`src/rtl/unflatten_stream.sv`:
```
// unflatten_stream
//   Rebuilds a 2D feature map from a flattened, row-major pixel stream.
//   Pixels arrive one per cycle over a valid/ready handshake. They are
//   written into a register buffer at [row][col]. Once a frame is complete,
//   the whole map is presented downstream and held until map_ack.
//   A frame whose length disagrees with in_last raises a one-cycle frame_err.
//
// Ports
//   clk        rising-edge clock
//   rst_n      asynchronous active-low reset
//   in_valid   in_data / in_last valid
//   in_ready   block accepts a pixel this cycle (state based only)
//   in_data    flattened pixel, flat index row*MAP_SIZE+col
//   in_last    producer marks the final pixel of a frame
//   map_out    rebuilt map, map_out[r][c] = flat[r*MAP_SIZE+c]
//   map_valid  map_out holds a complete frame
//   map_ack    consumer has taken map_out
//   frame_err  one-cycle pulse, frame length mismatch
//   pix_count  pixels written in the current frame
module unflatten_stream #(
  parameter  int DATA_WIDTH  = 8,
  parameter  int MAP_SIZE    = 3,
  localparam int PIXEL_COUNT = MAP_SIZE * MAP_SIZE,
  localparam int CNT_W       = $clog2(PIXEL_COUNT + 1)
) (
  input  logic                  clk,
  input  logic                  rst_n,
  input  logic                  in_valid,
  output logic                  in_ready,
  input  logic [DATA_WIDTH-1:0] in_data,
  input  logic                  in_last,
  output logic [DATA_WIDTH-1:0] map_out [0:MAP_SIZE-1][0:MAP_SIZE-1],
  output logic                  map_valid,
  input  logic                  map_ack,
  output logic                  frame_err,
  output logic [CNT_W-1:0]      pix_count
);

  localparam int IDX_W = (MAP_SIZE > 1) ? $clog2(MAP_SIZE) : 1;
  localparam logic [IDX_W-1:0] LAST_IDX = IDX_W'(MAP_SIZE - 1);

  localparam logic [0:0] ST_FILL = 1'b0;
  localparam logic [0:0] ST_FULL = 1'b1;

  logic [0:0]            state_q, state_d;
  logic                  ready_en_q, ready_en_d;
  logic [IDX_W-1:0]      row_q, row_d;
  logic [IDX_W-1:0]      col_q, col_d;
  logic [CNT_W-1:0]      cnt_q, cnt_d;
  logic                  err_q, err_d;
  logic [DATA_WIDTH-1:0] map_q [0:MAP_SIZE-1][0:MAP_SIZE-1];
  logic [DATA_WIDTH-1:0] map_d [0:MAP_SIZE-1][0:MAP_SIZE-1];

  logic xfer;
  logic at_end;

  // ready_en_q holds in_ready low through reset and for the first edge after
  // release, so in_ready depends on registered state only.
  assign in_ready  = ready_en_q && (state_q == ST_FILL);
  assign xfer      = in_valid && in_ready;
  assign at_end    = (row_q == LAST_IDX) && (col_q == LAST_IDX);
  assign map_valid = (state_q == ST_FULL);
  assign frame_err = err_q;
  assign pix_count = cnt_q;
  assign map_out   = map_q;

  always_comb begin
    state_d    = state_q;
    ready_en_d = 1'b1;
    row_d      = row_q;
    col_d      = col_q;
    cnt_d      = cnt_q;
    err_d      = 1'b0;
    for (int unsigned r = 0; r < MAP_SIZE; r++) begin
      for (int unsigned c = 0; c < MAP_SIZE; c++) begin
        map_d[r][c] = map_q[r][c];
      end
    end

    case (state_q)
      ST_FILL: begin
        if (xfer) begin
          map_d[row_q][col_q] = in_data;
          cnt_d = cnt_q + CNT_W'(1);
          if (at_end || in_last) begin
            // Frame closes on the last slot or on in_last, whichever comes
            // first; a mismatch between the two is a length error.
            state_d = ST_FULL;
            row_d   = '0;
            col_d   = '0;
            err_d   = at_end ^ in_last;
          end else if (col_q == LAST_IDX) begin
            col_d = '0;
            row_d = row_q + IDX_W'(1);
          end else begin
            col_d = col_q + IDX_W'(1);
          end
        end
      end
      ST_FULL: begin
        if (map_ack) begin
          state_d = ST_FILL;
          row_d   = '0;
          col_d   = '0;
          cnt_d   = '0;
          // Clear on hand-off so a later short frame leaves zeros behind.
          for (int unsigned r = 0; r < MAP_SIZE; r++) begin
            for (int unsigned c = 0; c < MAP_SIZE; c++) begin
              map_d[r][c] = '0;
            end
          end
        end
      end
      default: state_d = ST_FILL;
    endcase
  end

  always_ff @(posedge clk or negedge rst_n) begin
    if (!rst_n) begin
      state_q    <= ST_FILL;
      ready_en_q <= 1'b0;
      row_q      <= '0;
      col_q      <= '0;
      cnt_q      <= '0;
      err_q      <= 1'b0;
      for (int unsigned r = 0; r < MAP_SIZE; r++) begin
        for (int unsigned c = 0; c < MAP_SIZE; c++) begin
          map_q[r][c] <= '0;
        end
      end
    end else begin
      state_q    <= state_d;
      ready_en_q <= ready_en_d;
      row_q      <= row_d;
      col_q      <= col_d;
      cnt_q      <= cnt_d;
      err_q      <= err_d;
      for (int unsigned r = 0; r < MAP_SIZE; r++) begin
        for (int unsigned c = 0; c < MAP_SIZE; c++) begin
          map_q[r][c] <= map_d[r][c];
        end
      end
    end
  end

endmodule
```
`config.mk`:
```
export PLATFORM = sky130hd
export DESIGN_NAME = unflatten_stream
export DESIGN_NICKNAME = d
export VERILOG_FILES = /design/src/rtl/unflatten_stream.sv
export SDC_FILE = /design/constraint.sdc
export NUM_CORES = 1
export LEC_CHECK = 0
export ABC_AREA = 0
export CAP_MARGIN = 20
export CORE_AREA = 4 4 76 106
export CTS_BUF_LIST = sky130_fd_sc_hd__clkbuf_16
export CTS_CLUSTER_SIZE = 28
export DETAILED_ROUTE_END_ITERATION = 16
export DIE_AREA = 0 0 80 110
export PLACE_DENSITY = 0.83
export RECOVER_POWER = 100
export SLEW_MARGIN = 20
export SYNTH_ARGS = -nofsm -noshare
export SYNTH_HDL_FRONTEND = slang
export SYNTH_SLANG_ARGS = --single-unit
```
`constraint.sdc`:
```
create_clock -name clk -period 3.4 [get_ports clk]
set_input_delay 0.68 -clock clk [delete_from_list [all_inputs] [get_ports clk]]
set_output_delay 0.68 -clock clk [all_outputs]
set_load 0.1 [all_outputs]
```
Yosys cells after proc, flatten, opt, wreduce, memory -nomap -nowiden. Cells that the tools add are included. Widths: inputs -> output; s select.

Output and inout port bits: 79. Word-level logic and storage cells: 66. Memory bits (read-only): 0. Bits in writable memories: 0. Register bits: 83. Memories: 0. Bits in latches: 0.

Shifts and indexed selects: 0. Reduce and logical (&&, ||, !) cells: 8. Bitwise operators: 4. Equality and inequality tests: 5. $lt $le $gt $ge: 4. Add/subtract/negate cells: 3. $mul: 0. Multiplexer cells: 27. Div/mod/pow operators: 0.

Operators with widths (number): $mux 72 (2); $pmux 72 s2 (1); $bwmux 72 (1); $demux 24 s2 (1); $mux 24 (1); $demux 8 s2 (1); $mux 2 (7); $mux 4 (2); $mux 8 (1); $pmux 2 s2 (2); $pmux 4 s2 (1); $ge 3x3->1 const B (2); $lt 3x1->1 const B (2); $mux 1 (6); $not 2->3 (2); $logic_and 1x1->1 (5); $add 2x1->2 const B (2); $add 4x1->4 const B (1); $eq 2x2->1 const B (2); $ne 2x2->1 const B (2); $ne 3x1->1 const B (1); $reduce_and 3->1 (1); $pmux 1 s2 (1); $reduce_and 2->1 (1); 3 further kinds (3).

Depth between registers and ports, before layout. Gate-level depths: netlist of run 1.

Depth after elaboration: 10. Gate-level depth with buffers: 8.

Least setup slack after synthesis of run 1. Ideal clock, no wire load.

Path kind: reg2out. From: register state_q (netlist: map_valid). To: output in_ready. Stages on the path, launching flop included: 3. Arrival: 2.446 ns. Path buffers: 1. Slack: 0.274 ns. Path through: dfrtp_1 buf_6 nor2b_1.

Word-level cells in the longest chain between the ends: 2.

RTL lines: from (decl) (line 45) `logic [0:0] state_q, state_d;`; from (signal assigned) (line 132) `state_q <= state_d;`; $not 1->1; $logic_and 1x1->1 (line 59) `assign in_ready = ready_en_q && (state_q == ST_FILL);`; to (decl) (line 29) `output logic in_ready,`.

Every way passes these cells.

Worst setup path in the final report of run 1. Ends and elaborated chain as after synthesis.

==> results of run 1 <==
synthesized netlist by cell type (2+ instances only):
cell type	number
nand2b_1	3
a32o_1	48
nand3_1	28
buf_6	5
buf_1	8
a21oi_2	3
nand2_1	32
clkbuf_1	3
a41oi_4	2
inv_1	4
nor2_1	3
ha_1	5
mux2i_1	2
a21boi_2	2
and2_1	4
buf_2	14
nor3_1	3
dfrtp_1	83
buf_4	3
o21ai_1	4
o21ai_0	24
nor2b_1	4
and4b_1	3
registers in the layout, indices dropped and copies added, names as in the netlist:
name        flops
map_out        72
pix_count       4
col_q           2
row_q           2
frame_err       1
map_valid       1
ready_en_q      1
worst max path at each step:
stage / to / slack [ps]
final: in_ready / 750
after global routing: map_out[64]$_DFFE_PN0P_ / 660
after CTS: map_out[68] / 840
after detailed placement: map_out[43]$_DFFE_PN0P_ / 810
after global placement: map_out[71]$_DFFE_PN0P_ / 880
after floorplan: in_ready / 270
layout make-up:
cell class / count / area share [%]
Clock buffer: 9 / 5.11
Multi-Input combinational cell: 185 / 30.6
Sequential cell: 83 / 47.1
Clock inverter: 7 / 1.22
Timing Repair Buffer: 95 / 12.9
Tap cell: 95 / 2.70
Inverter: 4 / 0.341
critical path, stage by stage (launching register included):
cell and delay, ps:
dfrtp_1 570, nor2b_1 190, clkbuf_1 870
through the flow:
stage / area (um2) / std cells / hold WS, ps
after detailed placement: 4370 / 462 / 468
after floorplan: 3650 / 306 / 384
after CTS: 4640 / 478 / 480
after global placement: 4370 / 462 / 464
after global routing: 4410 / 478 / 492
final: 4410 / 478 / 473
cell families after synthesis:
kind of cell / after synthesis / synth area share (%)
AO/OA/AOI/OAI: 88 / 21.7
adder cells (fa/ha/maj): 5 / 1.71
buffers and inverters: 38 / 5.83
flip-flops: 83 / 56.9
multiplexers: 2 / 0.548
other: 1 / 0.103
AND/OR/NAND/NOR: 89 / 13.2
per-layer routing:
layer | wire, um | track usage (%) | part of all wire [%]
met3 | 521 | 3.58 | 5.5
met4 | 189 | 9.42 | 2.0
met1 | 3630 | 27.6 | 38
met5 | 0 | 0 | 0
met2 | 5090 | 38.6 | 54
==> impl_metrics.env, run 1 <==
export IMPL_cts_setup_buffers=0
export IMPL_final_util_pct=62.7
export IMPL_yosys_area_top_type_share_pct=56.9
export IMPL_violations="max-capacitance violations, max-slew violations"
export IMPL_grt_max_degree=84
export IMPL_min_from="pix_count[3]$_DFFE_PN0P_"
export IMPL_slew_headroom_pct=-33.4
export IMPL_worstSetupPathType="reg2out"
export IMPL_synth_area_top_cells="dfrtp_1, a32o_1, nand3_1"
export IMPL_hp_class="reg2reg"
export IMPL_setup_worst_path_end_class="output pin"
export IMPL_rows=36
export IMPL_drive_above_1_share_pct=7.05
export IMPL_final_common_cell="dfrtp_1"
export IMPL_rsz0062_at_grt="false"
export IMPL_track_usage_pct=22.3
export IMPL_cp_max_fo=15
export IMPL_wl_mm=9.42
export IMPL_cts_root_buf="clkbuf_16"
export IMPL_syn_nets=324
export IMPL_drcViolationCount=0
export IMPL_synth_flop_cell="dfrtp_1"
export IMPL_ff2ff_path_depth=3
export IMPL_post_route_period_util_pct=77.8
export IMPL_n_fill_cell=625
export IMPL_cts_buffers=9
export IMPL_vias=2890
export IMPL_cts_resized_gates=0
export IMPL_synth_edf_count=0
export IMPL_worst_r2r_endpoint="map_out[40]$_DFFE_PN0P_"
export IMPL_wl_per_cell_um=19.7
export IMPL_worst_pin_slew_ps=2000
export IMPL_synthCells=306
export IMPL_rrSetupSlack_ps=1240
export IMPL_maxCapViolations=1
export IMPL_layout_common_cells="dfrtp_1, clkbuf_1, a32o_1"
export IMPL_drtPass1Iterations=5
export IMPL_cts_sinks=83
export IMPL_r2r_start="map_valid$_DFF_PN0_"
export IMPL_clock_skew_final_ps=5.39
export IMPL_routed_via_density=6.05
export IMPL_nets=396
export IMPL_holdPathEnd="pix_count[3]$_DFFE_PN0P_"
export IMPL_gp_congestion=0.872
export IMPL_grt_pass1_vias=2754
export IMPL_drt_iter0_drc=252
export IMPL_clk_pin_slew_ps=50
export IMPL_synth_seq_cells=83
export IMPL_fp_dieW_um=80
export IMPL_worst_slack_ps=753
export IMPL_yosysSeqAreaShare_pct=56.9
export IMPL_synth_distinct_cells=39
export IMPL_grt_pass1_wl_mm=14.8
export IMPL_final_setup_viol_count=0
export IMPL_hold_viol_final=0
export IMPL_cts_tree="built"
export IMPL_setup_tns_ps=0
export IMPL_cts_hold_buf=0
export IMPL_clock_path_buffers=2
export IMPL_run_status="complete, but fails checks"
export IMPL_fp_coreArea_mm2=0.00703
export IMPL_die_h_um=110
export IMPL_multi_input_comb_area_mm2=0.00135
export IMPL_io_pins=92
export IMPL_crit_arrival_ps=1970
export IMPL_period_needed_ps=2650
export IMPL_hold_depth=1
export IMPL_ant_nets=0
export IMPL_async_flop_share_pct=100
export IMPL_pre_cts_ws_ps=806
export IMPL_drv_slew=84
export IMPL_critPathRequiredTime_ps=2720
export IMPL_place_hpwl_mm=6.37
export IMPL_overflow=0
export IMPL_clk_latency_ps=340
export IMPL_crit_start="map_valid$_DFF_PN0_"
export IMPL_htree_levels=3
export IMPL_max_freq_ghz=0.378
export IMPL_avgSynthCellArea_um2=11.9
export IMPL_yosysTopAreaCell="dfrtp_1"
export IMPL_numPortBuffers=91
export IMPL_syn_to_final_growth_pct=20.7
export IMPL_antenna_found_initial=0
export IMPL_synth_area_mm2=0.00365
export IMPL_critPathLaunchType="flip-flop"
export IMPL_seqCellArea_mm2=0.00208
export IMPL_yosysWarnings=0
export IMPL_dieArea_mm2=0.00880
export IMPL_antenna_diode_count=0
export IMPL_initial_core_util_pct=52.0
Power of run 1 is not shown: default switching activity piles up to over one toggle a cycle in this logic, so the estimate is an artifact.
==> run 2: changes to the inputs <==
--- a/config.mk
+++ b/config.mk
@@ -7,12 +7,12 @@
 export LEC_CHECK = 0
 export ABC_AREA = 0
 export CAP_MARGIN = 20
-export CORE_AREA = 4 4 76 106
+export CORE_AREA = 4 4 78 110
 export CTS_BUF_LIST = sky130_fd_sc_hd__clkbuf_16
 export CTS_CLUSTER_SIZE = 28
 export DETAILED_ROUTE_END_ITERATION = 16
-export DIE_AREA = 0 0 80 110
-export PLACE_DENSITY = 0.83
+export DIE_AREA = 0 0 82 114
+export PLACE_DENSITY = 0.78
 export RECOVER_POWER = 100
 export SLEW_MARGIN = 20
 export SYNTH_ARGS = -nofsm -noshare
==> constraint.sdc (replaced) <==
create_clock -name clk -period 2.8 [get_ports clk]
set_input_delay 0.56 -clock clk [delete_from_list [all_inputs] [get_ports clk]]
set_output_delay 0.56 -clock clk [all_outputs]
set_load 0.1 [all_outputs]
==> run 2 against run 1 <==
The run still ends with max-capacitance violations, max-slew violations left. Core utilization shrank 6.9 points. Cell count up 1.9%. Routed wire length decreased by 2.5%. Global-route usage decreased by 2.0 points. Critical path type is now reg2reg. Register-to-register slack worse by 700 ps. Die area rose by 6.2%. Worst setup slack worse by 220 ps. Flip-flop and latch count unchanged. Non-clock buffer count increased by 5.
==> impl_metrics.env, run 2 (synthesis results as in run 1) <==
export IMPL_initial_core_util_pct=48.0
export IMPL_cts_root_buf="clkbuf_16"
export IMPL_multi_input_comb_area_mm2=0.00129
export IMPL_antenna_diode_count=0
export IMPL_r2r_start="map_valid$_DFF_PN0_"
export IMPL_clock_path_buffers=2
export IMPL_met1_usage_pct=25.9
export IMPL_hold_viol_final=0
export IMPL_maxCapViolations=1
export IMPL_track_usage_pct=20.3
export IMPL_stdcell_area_mm2=0.00424
export IMPL_die_h_um=114
export IMPL_vias=2827
export IMPL_cp_cell_sequence="nor3b_2 -> a41oi_1 -> a32o_1"
export IMPL_max_freq_ghz=0.442
export IMPL_critPathLaunchType="flip-flop"
export IMPL_largest_reg_flops=72
export IMPL_drcViolationCount=0
export IMPL_htree_levels=3
export IMPL_setup_worst_path_end_class="flip-flop"
export IMPL_grt_pass1_vias=2704
export IMPL_overflow=0
export IMPL_worst_slack_ps=538
export IMPL_drive_above_1_share_pct=8.27
export IMPL_fp_coreArea_mm2=0.00761
export IMPL_wl_per_cell_um=18.9
export IMPL_antenna_found_initial=0
export IMPL_drv_slew=84
export IMPL_layout_common_cells="dfrtp_1, clkbuf_1, a32o_1"
export IMPL_drtPass1Iterations=5
export IMPL_final_setup_viol_count=0
export IMPL_cp_max_fo=15
export IMPL_worstSetupPathType="reg2reg"
export IMPL_crit_start="map_valid$_DFF_PN0_"
export IMPL_pre_cts_ws_ps=548
export IMPL_ant_nets=0
export IMPL_nets=401
export IMPL_grt_pass1_wl_mm=14.2
export IMPL_post_route_period_util_pct=80.8
export IMPL_grt_met2_usage_pct=33.6
export IMPL_violations="max-capacitance violations, max-slew violations"
export IMPL_cts_tree="built"
export IMPL_placed_cell_area_mm2=0.00436
export IMPL_seqCellArea_mm2=0.00208
export IMPL_hp_class="reg2reg"
export IMPL_final_common_cell="dfrtp_1"
export IMPL_max_stage_delay_ps=680
export IMPL_rows=38
export IMPL_fin_hold_ws_ps=477
export IMPL_fp_dieW_um=82
export IMPL_grtUsageMet3_pct=4.50
export IMPL_io_pins=92
export IMPL_cts_resized_gates=0
export IMPL_cts_setup_buffers=0
export IMPL_cpMaxStageDelayCell="nor3b_2"
export IMPL_crit_arrival_ps=2480
export IMPL_gp_congestion=0.809
export IMPL_clk_pin_slew_ps=60
export IMPL_cts_buffers=9
export IMPL_rsz0062_at_grt="false"
export IMPL_numPortBuffers=91
export IMPL_syn_to_final_growth_pct=16.2
export IMPL_routed_via_density=5.80
export IMPL_n_fill_cell=711
export IMPL_run_status="complete, but fails checks"
export IMPL_crit_buf_inv=0
export IMPL_slew_headroom_pct=-33.5
export IMPL_dieArea_mm2=0.00935
export IMPL_setup_tns_ps=0
export IMPL_grt_busiest_layer="met2"
export IMPL_worst_pin_slew_ps=2000
export IMPL_clock_skew_final_ps=4.62
export IMPL_wl_mm=9.19
export IMPL_cts_hold_buf=0
export IMPL_grt_max_degree=84
export IMPL_clk_latency_ps=330
export IMPL_crit_family="compound AO/OA/AOI/OAI gates"
export IMPL_place_hpwl_mm=6.31
export IMPL_min_from="pix_count[3]$_DFFE_PN0P_"
export IMPL_period_needed_ps=2260
export IMPL_critPathRequiredTime_ps=3020
export IMPL_cts_sinks=83
export IMPL_drt_iter0_drc=248
[run 2: cell count changes in the layout (fill, tap and decap cells not counted), moves of 2 or more]
cell,before,now
clkbuf_2,1,3
inv_1,8,6
a41oi_4,2,0
clkbuf_1,59,78
buf_4,3,8
a21oi_1,0,2
a41oi_1,0,2
a21oi_2,3,1
dlygate4sd3_1,22,1
clkinv_2,1,3
[run 2: layout make-up]
type,instances,share of cell area (%)
sequential,83,49.0
tap,100,2.95
inverter,4,0.354
clock buffer,9,5.31
multi-input combinational,185,30.5
clock inverter,6,0.619
timing repair buffer,100,11.3
[run 2: worst reg2reg max path: cells and delay by family, from the launching register on]
kind	cells	cell delay, ps
AOI/OAI and AO/OA	2	900
and+or+nand+nor	1	680
DFF	1	580
[run 2: metal layers]
layer / part of all wire [%] / routed length [um]
met4: 1.4 / 132
met3: 6.9 / 635
met2: 52 / 4790
met1: 40 / 3630
met5: 0 / 0
[run 2: stage by stage]
stage          util (%)  cells
2_1_floorplan         -    306
3_3_place_gp       57.3    472
3_5_place_dp       57.3    472
4_1_cts            60.6    487
5_1_grt            55.8    487
6_report           55.8    487
[run 2: worst paths after layout]
path	to	slack, ps	cells after the start
setup / recovery	map_out[10]$_DFFE_PN0P_	540	3
hold / removal	pix_count[3]$_DFFE_PN0P_	480	1
setup reg to reg	map_out[10]$_DFFE_PN0P_	540	3
hold reg to reg	pix_count[3]$_DFFE_PN0P_	480	1
max in group asynchronous	map_out[35]$_DFFE_PN0P_	820	1
min in group asynchronous	map_out[20]$_DFFE_PN0P_	780	1
Power of run 2 is left out for the same reason.
